--- src/rtl/imm_gen_pipe.sv ---
// imm_gen_pipe: pipelined immediate generator for the decode stage.
// Extends instruction bits [31:7] into an XLEN-wide immediate according to
// in_imm_src, captures it with a sideband tag, and hands it downstream through
// a 2-entry skid buffer (main register M, skid register K) so that in_ready
// never depends combinationally on out_ready.
// Optional feature macro: IMM_GEN_PIPE_ERR_EN adds the out_err port, which flags
// illegal formats (111, or 110 with instr[25]=1 when XLEN=32).
module imm_gen_pipe #(
  parameter int XLEN  = 32,
  parameter int TAG_W = 5
) (
  input  logic             clk,
  input  logic             rst_n,
  input  logic             in_valid,
  output logic             in_ready,
  input  logic [2:0]       in_imm_src,
  input  logic [24:0]      in_instr,
  input  logic [TAG_W-1:0] in_tag,
  output logic             out_valid,
  input  logic             out_ready,
  output logic [XLEN-1:0]  out_imm,
  output logic [TAG_W-1:0] out_tag
`ifdef IMM_GEN_PIPE_ERR_EN
  ,
  output logic             out_err
`endif
);

  localparam logic [1:0] ST_EMPTY = 2'd0;
  localparam logic [1:0] ST_ONE   = 2'd1;
  localparam logic [1:0] ST_TWO   = 2'd2;

  // Port bit n of in_instr carries instr[n+7], so instr[31] is ins[24].
  function automatic logic [XLEN-1:0] ext_imm(input logic [2:0] src, input logic [24:0] ins);
    logic [XLEN-1:0] r;
    case (src)
      3'b000: r = XLEN'($signed(ins[24:13]));
      3'b001: r = XLEN'($signed({ins[24:18], ins[4:0]}));
      3'b010: r = XLEN'($signed({ins[24], ins[0], ins[23:18], ins[4:1], 1'b0}));
      3'b011: r = XLEN'($signed({ins[24:5], 12'h000}));
      3'b100: r = XLEN'($signed({ins[24], ins[12:5], ins[13], ins[23:14], 1'b0}));
      3'b101: r = XLEN'(ins[12:8]);
      3'b110: begin
        if (XLEN == 64) begin
          r = XLEN'(ins[18:13]);
`ifdef IMM_GEN_PIPE_ERR_EN
        end else if (ins[18]) begin
          // shamt >= 32 is not encodable on RV32: flagged, immediate forced to zero
          r = {XLEN{1'b0}};
`endif
        end else begin
          r = XLEN'(ins[17:13]);
        end
      end
      default: r = {XLEN{1'b0}};
    endcase
    return r;
  endfunction

`ifdef IMM_GEN_PIPE_ERR_EN
  function automatic logic is_illegal(input logic [2:0] src, input logic [24:0] ins);
    return (src == 3'b111) || ((src == 3'b110) && (XLEN == 32) && ins[18]);
  endfunction
`endif

  logic [1:0]       state;
  logic [XLEN-1:0]  m_imm;
  logic [TAG_W-1:0] m_tag;
  logic [XLEN-1:0]  k_imm;
  logic [TAG_W-1:0] k_tag;
  logic [XLEN-1:0]  new_imm;
  logic             accept;
  logic             fire;
`ifdef IMM_GEN_PIPE_ERR_EN
  logic             m_err;
  logic             k_err;
  logic             new_err;

  assign new_err = is_illegal(in_imm_src, in_instr);
  assign out_err = m_err;
`endif

  assign new_imm   = ext_imm(in_imm_src, in_instr);
  // rst_n gates in_ready so nothing is accepted while reset is held.
  assign in_ready  = (state != ST_TWO) & rst_n;
  assign out_valid = (state != ST_EMPTY);
  assign out_imm   = m_imm;
  assign out_tag   = m_tag;
  assign accept    = in_valid & in_ready;
  assign fire      = out_valid & out_ready;

  // Skid FSM and M/K capture; the async reset drops any held entries at once.
  always_ff @(posedge clk or negedge rst_n) begin
    if (!rst_n) begin
      state <= ST_EMPTY;
      m_imm <= {XLEN{1'b0}};
      m_tag <= {TAG_W{1'b0}};
      k_imm <= {XLEN{1'b0}};
      k_tag <= {TAG_W{1'b0}};
`ifdef IMM_GEN_PIPE_ERR_EN
      m_err <= 1'b0;
      k_err <= 1'b0;
`endif
    end else begin
      case (state)
        ST_EMPTY: begin
          if (accept) begin
            m_imm <= new_imm;
            m_tag <= in_tag;
`ifdef IMM_GEN_PIPE_ERR_EN
            m_err <= new_err;
`endif
            state <= ST_ONE;
          end
        end
        ST_ONE: begin
          if (accept && fire) begin
            m_imm <= new_imm;
            m_tag <= in_tag;
`ifdef IMM_GEN_PIPE_ERR_EN
            m_err <= new_err;
`endif
          end else if (accept) begin
            // M is still waiting on downstream: park the newcomer in K
            k_imm <= new_imm;
            k_tag <= in_tag;
`ifdef IMM_GEN_PIPE_ERR_EN
            k_err <= new_err;
`endif
            state <= ST_TWO;
          end else if (fire) begin
            state <= ST_EMPTY;
          end
        end
        ST_TWO: begin
          if (fire) begin
            m_imm <= k_imm;
            m_tag <= k_tag;
`ifdef IMM_GEN_PIPE_ERR_EN
            m_err <= k_err;
`endif
            state <= ST_ONE;
          end
        end
        default: state <= ST_EMPTY;
      endcase
    end
  end

endmodule

--- config.mk ---
export PLATFORM = sky130hd
export DESIGN_NAME = imm_gen_pipe
export DESIGN_NICKNAME = d
export VERILOG_FILES = /design/src/rtl/imm_gen_pipe.sv
export SDC_FILE = /design/constraint.sdc
export NUM_CORES = 1
export LEC_CHECK = 0
export CAP_MARGIN = 20
export CORE_MARGIN = 5
export CORE_UTILIZATION = 52
export DETAILED_ROUTE_END_ITERATION = 8
export GPL_ROUTABILITY_DRIVEN = 0
export PLACE_DENSITY = 0.8
export SLEW_MARGIN = 20
export SYNTH_ARGS = -nofsm -noshare
export SYNTH_HDL_FRONTEND = slang
export SYNTH_SLANG_ARGS = --single-unit
--- constraint.sdc ---
create_clock -name clk -period 1.8 [get_ports clk]
set_input_delay 0.36 -clock clk [delete_from_list [all_inputs] [get_ports clk]]
set_output_delay 0.36 -clock clk [all_outputs]
set_load 0.05 [all_outputs]
Word level (Yosys, flattened, before mapping):

Index checks and enable logic that the tools add are counted.
Widths: inputs -> output; s select.

* flip-flop bits (word level): 76
* bits in latches: 0
* RAM bits: 0
* bits in read-only memories: 0
* output and inout port bits: 39
* word-level logic and storage cells: 46
* memories: 0

* add/sub/neg operators: 0
* multipliers: 0
* divide/modulo/power cells: 0
* order comparisons: 0
* eq/ne operators: 14
* shift operators: 0
* multiplexer cells: 15
* bitwise logic cells: 4
* reduce and logical (&&, ||, !) cells: 8

Operators by type and width (count)
* $pmux 32 s7: 1
* $mux 32: 3
* $pmux 32 s3: 1
* $mux 5: 3
* $pmux 5 s3: 1
* $mux 2: 5
* $ne 2x2->1 const B: 5
* $eq 3x3->1 const B: 3
* $reduce_and 4->1: 2
* $eq 3x2->1 const B: 2
* $pmux 2 s3: 1
* $and 1x1->1: 3
* $eq 3x1->1 const B: 1
* $logic_not 3->1: 1
* $ne 3x3->1 const B: 1
* $reduce_and 3->1: 1
* $reduce_bool 3->1: 1
* $eq 2x1->1 const B: 1
* $eq 2x2->1 const B: 1
* $logic_not 2->1: 1
* $reduce_bool 2->1: 1
* $logic_and 1x1->1: 1
* $not 1->1: 1

Logic depth before layout (Yosys ltp):

Gate-level depths: netlist of run 1.

* word-level depth: 6
* depth in mapped cells: 8

Worst setup path before layout of run 1:

OpenSTA, ideal clock, no wires.

* path type: reg-to-output
* start point: register state[0]
* end point: output port in_ready
* arrival time: 1.498 ns
* slack: -0.058 ns
* stages on the path, launching flop included: 7
* path buffers: 4
* cells stage by stage: dfrtp_1 -> buf_2 -> nand2b_1 -> buf_2 -> buf_4 -> buf_2 -> and2_1

* longest elaborated chain between the ends: 2

Ends and longest elaborated chain
* start: declaration: RTL line 66 `logic [1:0] state;`
* start signal: assignment: RTL line 95 `state <= ST_EMPTY;`
* start signal: assignment: RTL line 113 `state <= ST_ONE;`
* start signal: assignment: RTL line 130 `state <= ST_TWO;`
* $ne 2x2->1: RTL line 85 `assign in_ready = (state != ST_TWO) & rst_n;`
* $and 1x1->1: RTL line 85
* end: declaration: RTL line 15 `output logic in_ready,`

Every way passes these cells.

Worst setup path in the final report of run 1:

* start point: register state[1]
* end point: output port out_valid

* longest elaborated chain between the ends: 1

Ends and longest elaborated chain
* $reduce_bool 2->1: RTL line 86 `assign out_valid = (state != ST_EMPTY);`
* end: declaration: RTL line 19 `output logic out_valid,`

Every way passes these cells.

==> run_results.csv, run 1 <==
group,metric,value,unit
timing,period_needed,1.765,ns
layout,fin_cells,608,
die,start_util,52.53,%
timing,drv_slew,0,
placed_design,post-place-cells,588,
yosys,synthFlopType,"dfrtp_1",
route,vias_per_cell,5.699,
worst_setup_path,critPathCaptureType,"output port",
worst_setup_path,cp-start-kind,"register",
route,vias,3465,
clock_tree,h-tree-depth,3,
yosys,yosys.area.top_type,"dfrtp_1",
die,io_pins,76,
outcome,status,"finished clean",
power_and_ir_drop,p_switching,2.474,mW
global_routing,grt_max_degree,75,
worst_setup_path,worstPathRequired,1.44,ns
clock_tree,cts_sinks,76,
worst_setup_path,worstRegToRegCells,7,
layout,fin_nets,538,
global_routing,track_usage,22.16,%
layout,drive_gt1_share,26.28,%
die,dieHeight,97.67,µm
power_and_ir_drop,peakVddDrop,0.5108,mV
global_routing,grt_overflow_total,0,
yosys,yosysWarnings,0,
power_and_ir_drop,power.internal,3.572,mW
layout,diodes,0,
power_and_ir_drop,sequentialPowerShare,41.2,%
clock_tree,cts_tree,"done",
power_and_ir_drop,p_per_area,1183,nW/µm²
route,dr.pass1.iters,4,
clock_tree,numCtsBuffers,9,
yosys,synth_top_area_share,47.59,%
timing,timing.hold.ws,0.3783,ns
power_and_ir_drop,clockPowerShare,20.6,%
timing,setup_viol,0,
timing,finalHoldViolations,0,
yosys,syn_inst,413,
yosys,syn_area,3996,µm²
timing,tightestPinTransition,0.9389,ns
clock_tree,cts-root-buf,"clkbuf_8",
route,drt_iter0_drc,154,
route,drc,0,
timing,rsz0062_at_grt,"false",
die,rows,32,
global_routing,grt_pass1_vias,3404,
worst_hold_path,worstHoldPathType,"in -> async",
timing,clock.fmax,566.7,MHz
clock_tree,clk_latency,0.36,ns
placed_design,portBuffers,75,
yosys,synthArstFlopShare,100.0,%
power_and_ir_drop,swShare,40.92,%
worst_setup_path,crit_buf_inv,2,
placed_design,place_hpwl,7071,µm
die,fp.dieW,97.67,µm
worst_setup_path,worst-path-stages,3,
die,core,7607,µm²
layout,final_cell_mix,"buf_4, dfrtp_1, nand2_1",
worst_setup_path,cpMaxStageDelayCell,"dfrtp_2",
die,die_area,9538,µm²
clock_tree,cts.path.max_buffers,2,
global_routing,grt_first_pass_wirelength,17260,µm
yosys,synth_edf_count,0,
route,wl_per_cell,17.01,µm
yosys,seq_area_frac_synth,47.59,%
worst_setup_path,critPathArrivalTime,1.40,ns
timing,slew-limit-headroom,37.41,%
route,wl,10340,µm
yosys,syn_nets,450,
timing,min_period_over_period,98.03,%
flow_run,drv_cap,0,
layout,n_fill_cell,613,
worst_setup_path,cp_max_fo,10,
power_and_ir_drop,comb_power_share,38.2,%
layout,syn2layout_area_growth,27.86,%
worst_setup_path,setup.worst_path.class,"reg -> out",
worst_setup_path,cpLargestDelayFamily,"flip-flops",
route,antenna_left,0,
global_routing,grt_antenna_before_repair,0,
power_and_ir_drop,leakagePower,2.163,nW
yosys,avgSynthCellArea,9.676,µm²
yosys,yosys-top-cells-area,"dfrtp_1, nand2_1, a21oi_1",
yosys,ys_seq_elements,76,
timing,skew,0.01042,ns
worst_setup_path,worst_path_largest_cell_delay,0.41,ns
clock_tree,clkTransAtPathRegs,0.09,ns
worst_setup_path,crit_chain,"buf_4 > or2_2 > buf_6",
yosys,synth_cell_types,46,
==> state kept, by name, summed over array words and instances (netlist names) <==
name     flops
k_tag        5
out_tag      5
k_imm       32
out_imm     32
state        2
==> worst reg2reg max path: stages (launching register included) <==
cell	delay [ns]
dfrtp_2	0.41
buf_4	0.15
buf_4	0.14
and3b_1	0.23
and2_0	0.20
buf_12	0.17
o221ai_1	0.14
o21a_1	0.13
==> through the flow <==
step / power (mW) / TNS, ns / cell area [µm²] / utilization [%] / setup WS, ns
4_1_cts: 6.069 / 0 / 5091 / 66.92 / 0.004715
3_5_place_dp: 4.815 / -8.729 / 4873 / 64.06 / -0.3686
3_3_place_gp: 4.750 / -5.553 / 4873 / 64.06 / -0.2562
2_1_floorplan: 4.023 / 0 / 3998 / - / 0.05594
5_1_grt: 6.369 / 0 / 5110 / 67.17 / 0.001171
6_report: 6.046 / 0 / 5110 / 67.17 / 0.03540
==> repair_timing <==
action / in CTS / in global routing
hold buffers: 1 / 0
cloned: 0 / 0
buffers inserted: 2 / 1
setup endpoints to repair: 2 / 10
resized for setup: 4 / 4
endpoints found under the hold margin: 2 / 0
pin swaps: 0 / 0
==> path summary, 6_finish.rpt <==
kind                       slack (ns)   endpoint     start
max                              0.04  out_valid  state[1]
max reg2reg                      0.13  k_imm[17]  state[1]
min reg2reg                      0.48   k_imm[2]  k_imm[2]
min in group clk                 0.48   k_imm[2]  k_imm[2]
min                              0.38  k_imm[31]     rst_n
max in group asynchronous        0.27   state[0]     rst_n
==> layout make-up <==
class | instances | area [µm²] | area share, %
clock buffer | 9 | 123.9 | 2.424
clock inverter | 7 | 60.06 | 1.175
inverter | 1 | 3.754 | 0.07346
multi-input combinational | 296 | 1843 | 36.07
sequential | 76 | 1904 | 37.27
tap | 102 | 127.6 | 2.498
timing repair buffer | 117 | 1047 | 20.49
==> per-layer routing <==
layer  GRT usage [%]  part of all wire (%)
met2           33.05                    46
met1           31.61                    47
met5               0                     0
met4           6.922                   1.5
met3           5.815                   5.9
==> kinds of logic (layout without fill, tap and decap cells) <==
| family | after synthesis | count (layout) | share of synthesized area, % |
|---|---|---|---|
| compound gates | 158 | 158 | 27.52 |
| fa+ha+maj | 1 | 1 | 0.2818 |
| buf+inv | 41 | 134 | 6.731 |
| flops | 76 | 76 | 47.59 |
| mux | 7 | 7 | 1.785 |
| simple gates | 130 | 130 | 16.09 |
==> synthesized netlist by cell type (2+ instances only) <==
cell type / instances
mux2i_1: 6
a211oi_1: 8
clkbuf_1: 13
nand2b_1: 13
o2bb2ai_1: 16
clkbuf_2: 2
buf_6: 10
a221oi_2: 4
a211oi_2: 3
a21oi_2: 4
o21a_1: 10
o221ai_1: 8
nand2_1: 62
a21oi_1: 36
o221a_2: 8
buf_4: 4
dfrtp_1: 76
o21ai_0: 17
buf_2: 9
a31oi_1: 12
nor2b_2: 2
nand3b_1: 4
o21ai_1: 28
nor2_1: 28
nand3_1: 2
or4b_1: 5
nor2b_1: 4
==> power groups by stage <==
stage / Combinational, mW / Clock (mW) / Sequential [mW]
2_1_floorplan: 0.787 / 0 / 3.24
5_1_grt: 2.47 / 1.35 / 2.56
4_1_cts: 2.30 / 1.27 / 2.50
6_report: 2.31 / 1.25 / 2.49
3_5_place_dp: 2.29 / 0 / 2.52
3_3_place_gp: 2.24 / 0 / 2.51
Note: power is estimated with default switching activity, not from simulation.
==> inputs of run 2 (changes only) <==
--- a/config.mk
+++ b/config.mk
@@ -5,9 +5,11 @@
 export SDC_FILE = /design/constraint.sdc
 export NUM_CORES = 1
 export LEC_CHECK = 0
+export ABC_AREA = 0
 export CAP_MARGIN = 20
 export CORE_MARGIN = 5
 export CORE_UTILIZATION = 52
+export CTS_BUF_LIST = sky130_fd_sc_hd__clkbuf_4 sky130_fd_sc_hd__clkbuf_8 sky130_fd_sc_hd__clkbuf_16
 export DETAILED_ROUTE_END_ITERATION = 8
 export GPL_ROUTABILITY_DRIVEN = 0
 export PLACE_DENSITY = 0.8
==> results of run 2 <==
Final layout, timing and power as in run 1 (identical DEF).
